### config.mk
export PLATFORM = sky130hd
export DESIGN_NAME = mult_feeder
export DESIGN_NICKNAME = d
export VERILOG_FILES = /design/src/rtl/mult_pkg.sv /design/src/rtl/mult_op_fifo.sv /design/src/rtl/mult_feeder.sv
export SDC_FILE = /design/constraint.sdc
export NUM_CORES = 1
export LEC_CHECK = 0
export CORE_ASPECT_RATIO = 1.4
export CORE_MARGIN = 5
export CORE_UTILIZATION = 50
export DETAILED_ROUTE_END_ITERATION = 8
export PLACE_DENSITY = 0.74
export SLEW_MARGIN = 10
export SYNTH_ARGS = -nofsm -noshare
export SYNTH_HDL_FRONTEND = slang
export SYNTH_SLANG_ARGS = --single-unit
### constraint.sdc
create_clock -name clk -period 9.2 [get_ports clk]
set_input_delay 1.84 -clock clk [delete_from_list [all_inputs] [get_ports clk]]
set_output_delay 1.84 -clock clk [all_outputs]
set_load 0.01 [all_outputs]
### src/rtl/mult_pkg.sv
// Shared types and constants for the multiplier operand feeder.
package mult_pkg;

  localparam int unsigned OP_W             = 4;
  localparam int unsigned PROD_W           = 8;
  localparam int unsigned ERR_W            = 8;
  localparam int unsigned START_CYCLES_DEF = 2;
  localparam int unsigned MUL_CYCLES_DEF   = 6;

  typedef enum logic [2:0] {
    ST_IDLE,
    ST_CLR,
    ST_START,
    ST_WAIT,
    ST_HOLD
  } state_t;

  // One queued operand pair as stored in the FIFO
  typedef struct packed {
    logic [OP_W-1:0] a;
    logic [OP_W-1:0] b;
  } operand_t;

  // Reference product used by the built-in checker
  function automatic logic [PROD_W-1:0] ref_product(input logic [OP_W-1:0] a,
                                                    input logic [OP_W-1:0] b);
    return PROD_W'(a) * PROD_W'(b);
  endfunction

endpackage

### src/rtl/mult_op_fifo.sv
// Synchronous operand FIFO with registered full/empty flags.
module mult_op_fifo #(
  parameter int unsigned DEPTH = 4,
  parameter int unsigned WIDTH = 8
) (
  input  logic             clk,
  input  logic             rst,
  input  logic             push,
  input  logic             pop,
  input  logic [WIDTH-1:0] wdata,
  output logic [WIDTH-1:0] head_c,
  output logic             full,
  output logic             empty
);

  localparam int unsigned PTR_W = $clog2(DEPTH);
  localparam int unsigned CNT_W = $clog2(DEPTH) + 1;

  logic [WIDTH-1:0] mem [DEPTH];
  logic [PTR_W-1:0] wr_ptr;
  logic [PTR_W-1:0] rd_ptr;
  logic [CNT_W-1:0] count;
  logic [CNT_W-1:0] count_d;
  logic             push_ok;
  logic             pop_ok;

  assign push_ok = push && !full;
  assign pop_ok  = pop && !empty;
  assign head_c  = mem[rd_ptr];

  // Occupancy after this edge; simultaneous push and pop cancel
  always_comb begin
    count_d = count + CNT_W'(push_ok) - CNT_W'(pop_ok);
  end

  // Storage array, written at the tail pointer
  always_ff @(posedge clk) begin
    if (push_ok) begin
      mem[wr_ptr] <= wdata;
    end
  end

  // Pointers wrap naturally since DEPTH is a power of two
  always_ff @(posedge clk or negedge rst) begin
    if (!rst) begin
      wr_ptr <= '0;
      rd_ptr <= '0;
      count  <= '0;
      full   <= 1'b0;
      empty  <= 1'b1;
    end else begin
      if (push_ok) wr_ptr <= wr_ptr + PTR_W'(1);
      if (pop_ok)  rd_ptr <= rd_ptr + PTR_W'(1);
      count <= count_d;
      full  <= (count_d == CNT_W'(DEPTH));
      empty <= (count_d == '0);
    end
  end

endmodule

### src/rtl/mult_feeder.sv
// Operand sequencer: queues operand pairs, drives one multiply job at a time
// and presents each product with its operands on a result stream.
module mult_feeder
  import mult_pkg::*;
#(
  parameter int unsigned DEPTH        = 4,
  parameter int unsigned START_CYCLES = START_CYCLES_DEF,
  parameter int unsigned MUL_CYCLES   = MUL_CYCLES_DEF
) (
  input  logic              clk,
  input  logic              rst,
  input  logic              in_valid,
  output logic              in_ready,
  input  logic [OP_W-1:0]   in_a,
  input  logic [OP_W-1:0]   in_b,
  output logic              mul_clr,
  output logic              mul_start,
  output logic [OP_W-1:0]   mul_a,
  output logic [OP_W-1:0]   mul_b,
  input  logic [PROD_W-1:0] mul_product,
  output logic              out_valid,
  input  logic              out_ready,
  output logic [OP_W-1:0]   out_a,
  output logic [OP_W-1:0]   out_b,
  output logic [PROD_W-1:0] out_product,
  output logic [ERR_W-1:0]  err_count
);

  localparam int unsigned CYC_MAX = (START_CYCLES > MUL_CYCLES) ? START_CYCLES : MUL_CYCLES;
  localparam int unsigned CNT_W   = $clog2(CYC_MAX) + 1;

  state_t            state_q;
  state_t            state_d;
  logic [CNT_W-1:0]  cnt_q;
  logic [CNT_W-1:0]  cnt_d;

  logic              fifo_full;
  logic              fifo_empty;
  operand_t          head_c;
  operand_t          wr_op_c;
  logic              push_c;
  logic              pop_c;

  logic              mul_clr_d;
  logic              mul_start_d;
  logic [OP_W-1:0]   mul_a_d;
  logic [OP_W-1:0]   mul_b_d;
  logic              out_valid_d;
  logic [OP_W-1:0]   out_a_d;
  logic [OP_W-1:0]   out_b_d;
  logic [PROD_W-1:0] out_product_d;
  logic [ERR_W-1:0]  err_count_d;

  // Ready mirrors the registered full flag of the FIFO
  assign in_ready  = !fifo_full;
  assign push_c    = in_valid && !fifo_full;
  assign wr_op_c.a = in_a;
  assign wr_op_c.b = in_b;

  mult_op_fifo #(
    .DEPTH (DEPTH),
    .WIDTH ($bits(operand_t))
  ) u_fifo (
    .clk    (clk),
    .rst    (rst),
    .push   (push_c),
    .pop    (pop_c),
    .wdata  (wr_op_c),
    .head_c (head_c),
    .full   (fifo_full),
    .empty  (fifo_empty)
  );

  // Job sequencing: next state, counter and next values of every output register
  always_comb begin
    state_d       = state_q;
    cnt_d         = cnt_q;
    pop_c         = 1'b0;
    mul_clr_d     = 1'b0;
    mul_start_d   = 1'b0;
    mul_a_d       = mul_a;
    mul_b_d       = mul_b;
    out_valid_d   = out_valid;
    out_a_d       = out_a;
    out_b_d       = out_b;
    out_product_d = out_product;
    err_count_d   = err_count;

    case (state_q)
      ST_IDLE: begin
        if (!fifo_empty) begin
          pop_c     = 1'b1;
          mul_a_d   = head_c.a;
          mul_b_d   = head_c.b;
          mul_clr_d = 1'b1;
          state_d   = ST_CLR;
        end
      end
      ST_CLR: begin
        mul_start_d = 1'b1;
        cnt_d       = '0;
        state_d     = ST_START;
      end
      ST_START: begin
        if (cnt_q == CNT_W'(START_CYCLES - 1)) begin
          cnt_d   = '0;
          state_d = ST_WAIT;
        end else begin
          cnt_d       = cnt_q + CNT_W'(1);
          mul_start_d = 1'b1;
        end
      end
      ST_WAIT: begin
        if (cnt_q == CNT_W'(MUL_CYCLES - 1)) begin
          out_valid_d   = 1'b1;
          out_a_d       = mul_a;
          out_b_d       = mul_b;
          out_product_d = mul_product;
          if ((mul_product != ref_product(mul_a, mul_b)) && (err_count != '1)) begin
            err_count_d = err_count + ERR_W'(1);
          end
          state_d = ST_HOLD;
        end else begin
          cnt_d = cnt_q + CNT_W'(1);
        end
      end
      ST_HOLD: begin
        if (out_ready) begin
          out_valid_d = 1'b0;
          state_d     = ST_IDLE;
        end
      end
      default: begin
        state_d = ST_IDLE;
      end
    endcase
  end

  // State and output registers; reset aborts any job in flight
  always_ff @(posedge clk or negedge rst) begin
    if (!rst) begin
      state_q     <= ST_IDLE;
      cnt_q       <= '0;
      mul_clr     <= 1'b0;
      mul_start   <= 1'b0;
      mul_a       <= '0;
      mul_b       <= '0;
      out_valid   <= 1'b0;
      out_a       <= '0;
      out_b       <= '0;
      out_product <= '0;
      err_count   <= '0;
    end else begin
      state_q     <= state_d;
      cnt_q       <= cnt_d;
      mul_clr     <= mul_clr_d;
      mul_start   <= mul_start_d;
      mul_a       <= mul_a_d;
      mul_b       <= mul_b_d;
      out_valid   <= out_valid_d;
      out_a       <= out_a_d;
      out_b       <= out_b_d;
      out_product <= out_product_d;
      err_count   <= err_count_d;
    end
  end

endmodule
==> impl_metrics.tcl, run 1 <==
set metrics [dict create \
    finalCritPeriodShare 0.3988 \
    path_cells "nand2_1, fa_1, fa_1, fa_1, xnor2_1, xnor2_1, nand4_1, nor4_4, a21oi_1, mux2_1" \
    cpMostUsedCell "fa_1" \
    switching_share 0.3634 \
    synth.avg_cell_area_um2 13.72 \
    htree_levels 3 \
    cts_tree "built" \
    drive_above_1_share 0.1713 \
    maxCapViolCount 0 \
    drc 0 \
    yosysSeqAreaShare 0.5589 \
    rows 38 \
    yosys_warnings 0 \
    post-cts-setup-buffers 0 \
    grt_first_pass_wirelength_um 11970 \
    dp_hpwl_um 5194 \
    hold_path_class "reg -> reg" \
    critPathBufInv 0 \
    power.switching_uw 612.5 \
    num_vias 2424 \
    power_density_nw_per_um2 347.5 \
    postSynth.asyncResetShare 0.6145 \
    die_area_um2 9925 \
    finalWirelength_um 7186 \
    ys.flop_type "dfrtp_1" \
    cp-end-kind "register" \
    layout_common_cells "54 x clkdlybuf4s50_1, 50 x dfrtp_1, 32 x edfxtp_1" \
    drt-vias-per-instance 5.316 \
    clockBufferDepth 2 \
    finalCriticalPeriod_ns 3.669 \
    coreArea_um2 7797 \
    layout_commonest_cell "clkdlybuf4s50_1" \
    cts.sinks 83 \
    finalClockSkew_ns 0.01106 \
    netlist_area_um2 4005 \
    fmax_ghz 0.2726 \
    crit_fanout 7 \
    crit_arrival_ns 3.91 \
    fillCellCount 630 \
    gp_congestion 0.8208 \
    syn_inst 292 \
    grt-ovfl-total 0 \
    start_kind "register" \
    die_y_um 115.9 \
    crit_required_ns 9.44 \
    grt_max_degree 52 \
    hold_ws_ns 0.5012 \
    synth_edf_count 32 \
    cp_top_family "adder cells" \
    clock_latency_ns 0.36 \
    tightest_slew_ns 0.9375 \
    fin_nets 397 \
    ctsHoldBuffers 0 \
    leakagePower_nw 1.976 \
    final.setup.tns_ns 0 \
    die_w_um 85.64 \
    grt_pass1_vias 2462 \
    final_antenna_net_count 0 \
    track_usage 0.1568 \
    outcome "finished, final reports clean" \
    cpPeakStageDelay_ns 0.53 \
    peakVddDrop_uv 178.9 \
    comb_power_share 0.456 \
    io_buffers 55 \
    root_buffer "clkbuf_8" \
    syn-num-nets 338 \
    finalHoldViolCount 0 \
    num_io_pins 56 \
    start_util 0.5136 \
    area_growth_pct 21.09 \
    final_max_slew_viol_count 0 \
    cts_inserted_buffers 9 \
    cts_resized 0 \
    setup_viol 0 \
    drt-pass1-iter-count 4 \
    cpMaxStageDelayCell "fa_1" \
    diodes 0 \
    rsz0062_at_grt "false" \
    clk_pin_slew_worst_paths_ns 0.09 \
    wl_per_cell_um 15.76 \
    ff2ff_setup_slack_ns 5.53 \
    antenna_found_initial 0 \
    critPathKind "reg -> reg" \
    drt-initial-drc-count 152 \
    intPower_mw 1.073 \
    seq_power_share 0.387 \
    synthDistinctLibCells 47 \
    ys_ff_latch 83 \
    slew_headroom 0.3750 \
    p_clk_frac 0.157 \
]
## sequential cells by signal (all words and copies together), names as in the netlist
signal / count
mul_start: 1
u_fifo.wr_ptr: 2
state_q: 3
out_b: 4
out_product: 8
u_fifo.mem: 32
u_fifo.full: 1
mul_a: 4
err_count: 8
out_a: 4
mul_b: 4
u_fifo.count: 3
out_valid: 1
cnt_q: 4
u_fifo.empty: 1
mul_clr: 1
u_fifo.rd_ptr: 2
## power groups by stage
stage	sequential [mW]	combinational [mW]	clock, mW
5_1_grt	0.674	0.846	0.290
2_1_floorplan	0.642	0.515	0
3_3_place_gp	0.658	0.756	0
4_1_cts	0.656	0.781	0.273
3_5_place_dp	0.663	0.773	0
6_report	0.652	0.768	0.265
## Yosys cell counts (2+ instances only)
master,n,area share
buf_2,3,0.0037
nor3b_1,2,0.0037
nand2b_1,2,0.0031
nor3_1,2,0.0025
clkbuf_1,3,0.0028
nand3_1,8,0.010
xor2_1,9,0.020
a21oi_1,7,0.0087
mux2_4,8,0.030
o32ai_1,2,0.0044
nor2_1,10,0.0094
inv_1,18,0.017
nand2_1,20,0.019
edfxtp_1,32,0.24
o21ai_0,8,0.010
ha_1,21,0.066
nor2b_1,2,0.0031
fa_1,5,0.025
and2_1,12,0.019
xnor2_1,15,0.033
mux4_2,8,0.045
dfrtp_1,50,0.31
a211oi_1,4,0.0075
mux2_2,17,0.048
a22o_1,2,0.0044
## final cells by class
cell class / count / area, um^2 / share of cell area
inverters: 19 / 71.32 / 0.01471
repair buffers: 57 / 560.5 / 0.1156
clock buffers: 10 / 127.6 / 0.02632
multi-input cells: 181 / 1653 / 0.3408
well taps: 100 / 125.1 / 0.02580
clock inverters: 6 / 73.82 / 0.01522
flip-flops and latches: 83 / 2238 / 0.4616
## worst register-to-register path: stages (launching register included)
cell	delay, ns
dfrtp_1	0.47
nand2_1	0.12
fa_1	0.51
fa_1	0.53
fa_1	0.49
xnor2_1	0.19
xnor2_1	0.14
nand4_1	0.16
nor4_4	0.44
a21oi_1	0.17
mux2_1	0.34
## cell families (layout without fill, tap and decap cells)
logic type      Yosys count  after routing  share of synthesized area
mux                      35             35                     0.1281
compound gates           31             31                    0.05405
buf+inv                  28             92                    0.02999
flops                    83             83                     0.5589
xor+xnor                 24             24                    0.05249
fa+ha+maj                26             26                    0.09060
simple gates             65             65                    0.08591
## layer usage
metal | vias to the layer above | track usage | wire length, um
met5 | - | 0 | 0
li1 | 1151 | - | -
met3 | 10 | 0.03912 | 357
met2 | 48 | 0.2697 | 3747
met4 | 0 | 0.07181 | 131
met1 | 1215 | 0.1847 | 2949
## per-stage QoR
| stage | power (mW) | setup slack [ns] | instance area [um^2] | instances | util |
|---|---|---|---|---|---|
| 6_report | 1.685 | 5.531 | 4850 | 456 | 0.6220 |
| 5_1_grt | 1.810 | 5.278 | 4850 | 456 | 0.6220 |
| 4_1_cts | 1.710 | 5.477 | 4850 | 456 | 0.6220 |
| 3_5_place_dp | 1.437 | 5.150 | 4648 | 440 | 0.5961 |
| 3_3_place_gp | 1.414 | 5.320 | 4648 | 440 | 0.5961 |
| 2_1_floorplan | 1.158 | 5.726 | 4005 | 292 | - |
## worst paths after layout
check,start,to,cells after the start
min in group asynchronous,rst,out_a[1]$_DFFE_PN0P_,2
max,mul_b[3]$_DFFE_PN0P_,err_count[1]$_DFFE_PN0P_,10
min reg2reg,u_fifo.count[2]$_DFF_PN0_,u_fifo.count[2]$_DFF_PN0_,1
min,u_fifo.count[2]$_DFF_PN0_,u_fifo.count[2]$_DFF_PN0_,1
max in group asynchronous,rst,u_fifo.wr_ptr[0]$_DFFE_PN0P_,2
max reg2reg,mul_b[3]$_DFFE_PN0P_,err_count[1]$_DFFE_PN0P_,10
Power figures use the tool's default switching activity.
==> run 2: changes to the inputs <==
Clock period 9.2 ns to 3.8 ns, I/O delays scaled along.
==> impl_metrics.tcl, run 2 (synthesized netlist as in run 1, its figures left out) <==
set metrics [dict create \
    switching_share 0.3685 \
    critPathBufInv 1 \
    start_util 0.5136 \
    drt-vias-per-instance 5.242 \
    htree_levels 3 \
    crit_arrival_ns 3.72 \
    wl_per_cell_um 15.58 \
    diodes 0 \
    outcome "finished, final reports clean" \
    tightest_slew_ns 0.9611 \
    comb_power_share 0.471 \
    clock_latency_ns 0.34 \
    p_clk_frac 0.140 \
    multi_input_area_um2 1653 \
    grt-ovfl-total 0 \
    final_antenna_net_count 0 \
    finalClockSkew_ns 0.007838 \
    io_buffers 55 \
    coreArea_um2 7797 \
    critPathKind "reg -> reg" \
    post-cts-setup-buffers 0 \
    start_kind "register" \
    top_usage_layer "met2" \
    drive_above_1_share 0.1783 \
    gr-usage-met2 0.2842 \
    fin_util 0.6213 \
    ctsHoldBuffers 0 \
    finalCriticalPeriod_ns 3.494 \
    power_density_nw_per_um2 828.6 \
    root_buffer "clkbuf_8" \
    dp_hpwl_um 5284 \
    grtUsageMet3 0.03556 \
    cpMaxStageDelayCell "fa_1" \
    fmax_ghz 0.2862 \
    finalNonFillerCells 459 \
    track_usage 0.1577 \
    finalCritPeriodShare 0.9195 \
    die_w_um 85.64 \
    largest_reg_flops 32 \
    maxCapViolCount 0 \
    gp_congestion 0.8838 \
    cts.sinks 83 \
    power.switching_mw 1.479 \
    num_vias 2406 \
    crit_required_ns 4.03 \
    leakagePower_nw 1.970 \
    cp_top_family "adder cells" \
    dpl.cell_count 443 \
    layout_common_cells "54 x clkdlybuf4s50_1, 50 x dfrtp_1, 32 x edfxtp_1" \
    cts_resized 0 \
    layout_commonest_cell "clkdlybuf4s50_1" \
    grt_first_pass_wirelength_um 12100 \
    drt-pass1-iter-count 4 \
    hold_path_class "in -> async" \
    setup_viol 0 \
    clk_pin_slew_worst_paths_ns 0.09 \
    cp-end-kind "register" \
    drt-initial-drc-count 80 \
    intPower_mw 2.535 \
    area_growth_pct 20.96 \
    path_cells "nand2_1, fa_1, fa_1, inv_1, ha_1, a211oi_2, o21bai_1, a21oi_2, xnor2_1, a21oi_1, mux2_1" \
    drc 0 \
    fin_nets 400 \
    register_area_um2 2238 \
    cts_inserted_buffers 9 \
    grt_pass1_vias 2547 \
    cts_tree "built" \
    crit_fanout 7 \
    rows 38 \
    cpPeakStageDelay_ns 0.60 \
    grtUsageMet1 0.1808 \
    final_max_slew_viol_count 0 \
    finalWirelength_um 7151 \
    seq_power_share 0.389 \
    finalHoldViolCount 0 \
    cpMostUsedCell "fa_1" \
    num_io_pins 56 \
    grt_max_degree 30 \
    slew_headroom 0.3593 \
    largest-register "u_fifo.mem" \
    antenna_found_initial 0 \
    clockBufferDepth 2 \
    die_area_um2 9925 \
    peakVddDrop_uv 443.1 \
    die_y_um 115.9 \
    fillCellCount 616 \
    rsz0062_at_grt "false" \
    final.setup.tns_ns 0 \
    reg_top3 "u_fifo.mem (32), err_count (8), out_product (8)" \
]
-- run 2: cell types whose count changed in the layout (fill, tap and decap cells not counted), sizes merged --
cell	delta
clkbuf	-1
clkinv	-1
buf	+3
bufinv	-1
clkinvlp	+3
-- run 2: power groups by stage --
| stage | Clock, mW | Combinational [mW] | Sequential [mW] |
|---|---|---|---|
| after floorplan | 0 | 1.25 | 1.56 |
| after global placement | 0 | 1.89 | 1.57 |
| after detailed placement | 0 | 1.91 | 1.59 |
| after CTS | 0.576 | 1.93 | 1.57 |
| after global routing | 0.621 | 2.09 | 1.62 |
| final | 0.563 | 1.89 | 1.56 |
-- run 2: per-stage QoR --
stage                     hold slack, ns  setup slack (ns)  power, mW  cell area [um^2]
after floorplan                   0.4551            0.3258      2.803              4005
after global placement            0.4728            0.4084      3.458              4671
after detailed placement          0.4822            0.3065      3.499              4671
after CTS                         0.3832            0.2711      4.071              4845
after global routing              0.3969           0.03519      4.328              4845
final                             0.3799            0.3059      4.014              4845
-- run 2: area by class of cell --
class	count	area share
flip-flops and latches	83	0.4620
multi-input cells	181	0.3412
repair buffers	60	0.1204
well taps	100	0.02583
clock buffers	9	0.02557
inverters	19	0.01472
clock inverters	7	0.01033
-- run 2: per-layer routing --
layer | wire length (um) | up-vias
li1 | - | 1153
met1 | 2957 | 1194
met2 | 3794 | 46
met3 | 253 | 13
met4 | 146 | 0
met5 | 0 | -
-- run 2: final timing paths --
| path | start | end | slack [ns] | depth (start not counted) |
|---|---|---|---|---|
| worst min register to register | out_valid$_DFFE_PN0P_ | out_valid$_DFFE_PN0P_ | 0.50 | 2 |
| worst min-delay path | rst | out_b[2]$_DFFE_PN0P_ | 0.38 | 1 |
| max in group asynchronous | rst | u_fifo.empty$_DFF_PN1_ | 2.61 | 2 |
| worst max-delay path | mul_b[3]$_DFFE_PN0P_ | err_count[1]$_DFFE_PN0P_ | 0.31 | 11 |
| min in group clk | out_valid$_DFFE_PN0P_ | out_valid$_DFFE_PN0P_ | 0.50 | 2 |
| worst max register to register | mul_b[3]$_DFFE_PN0P_ | err_count[1]$_DFFE_PN0P_ | 0.31 | 11 |
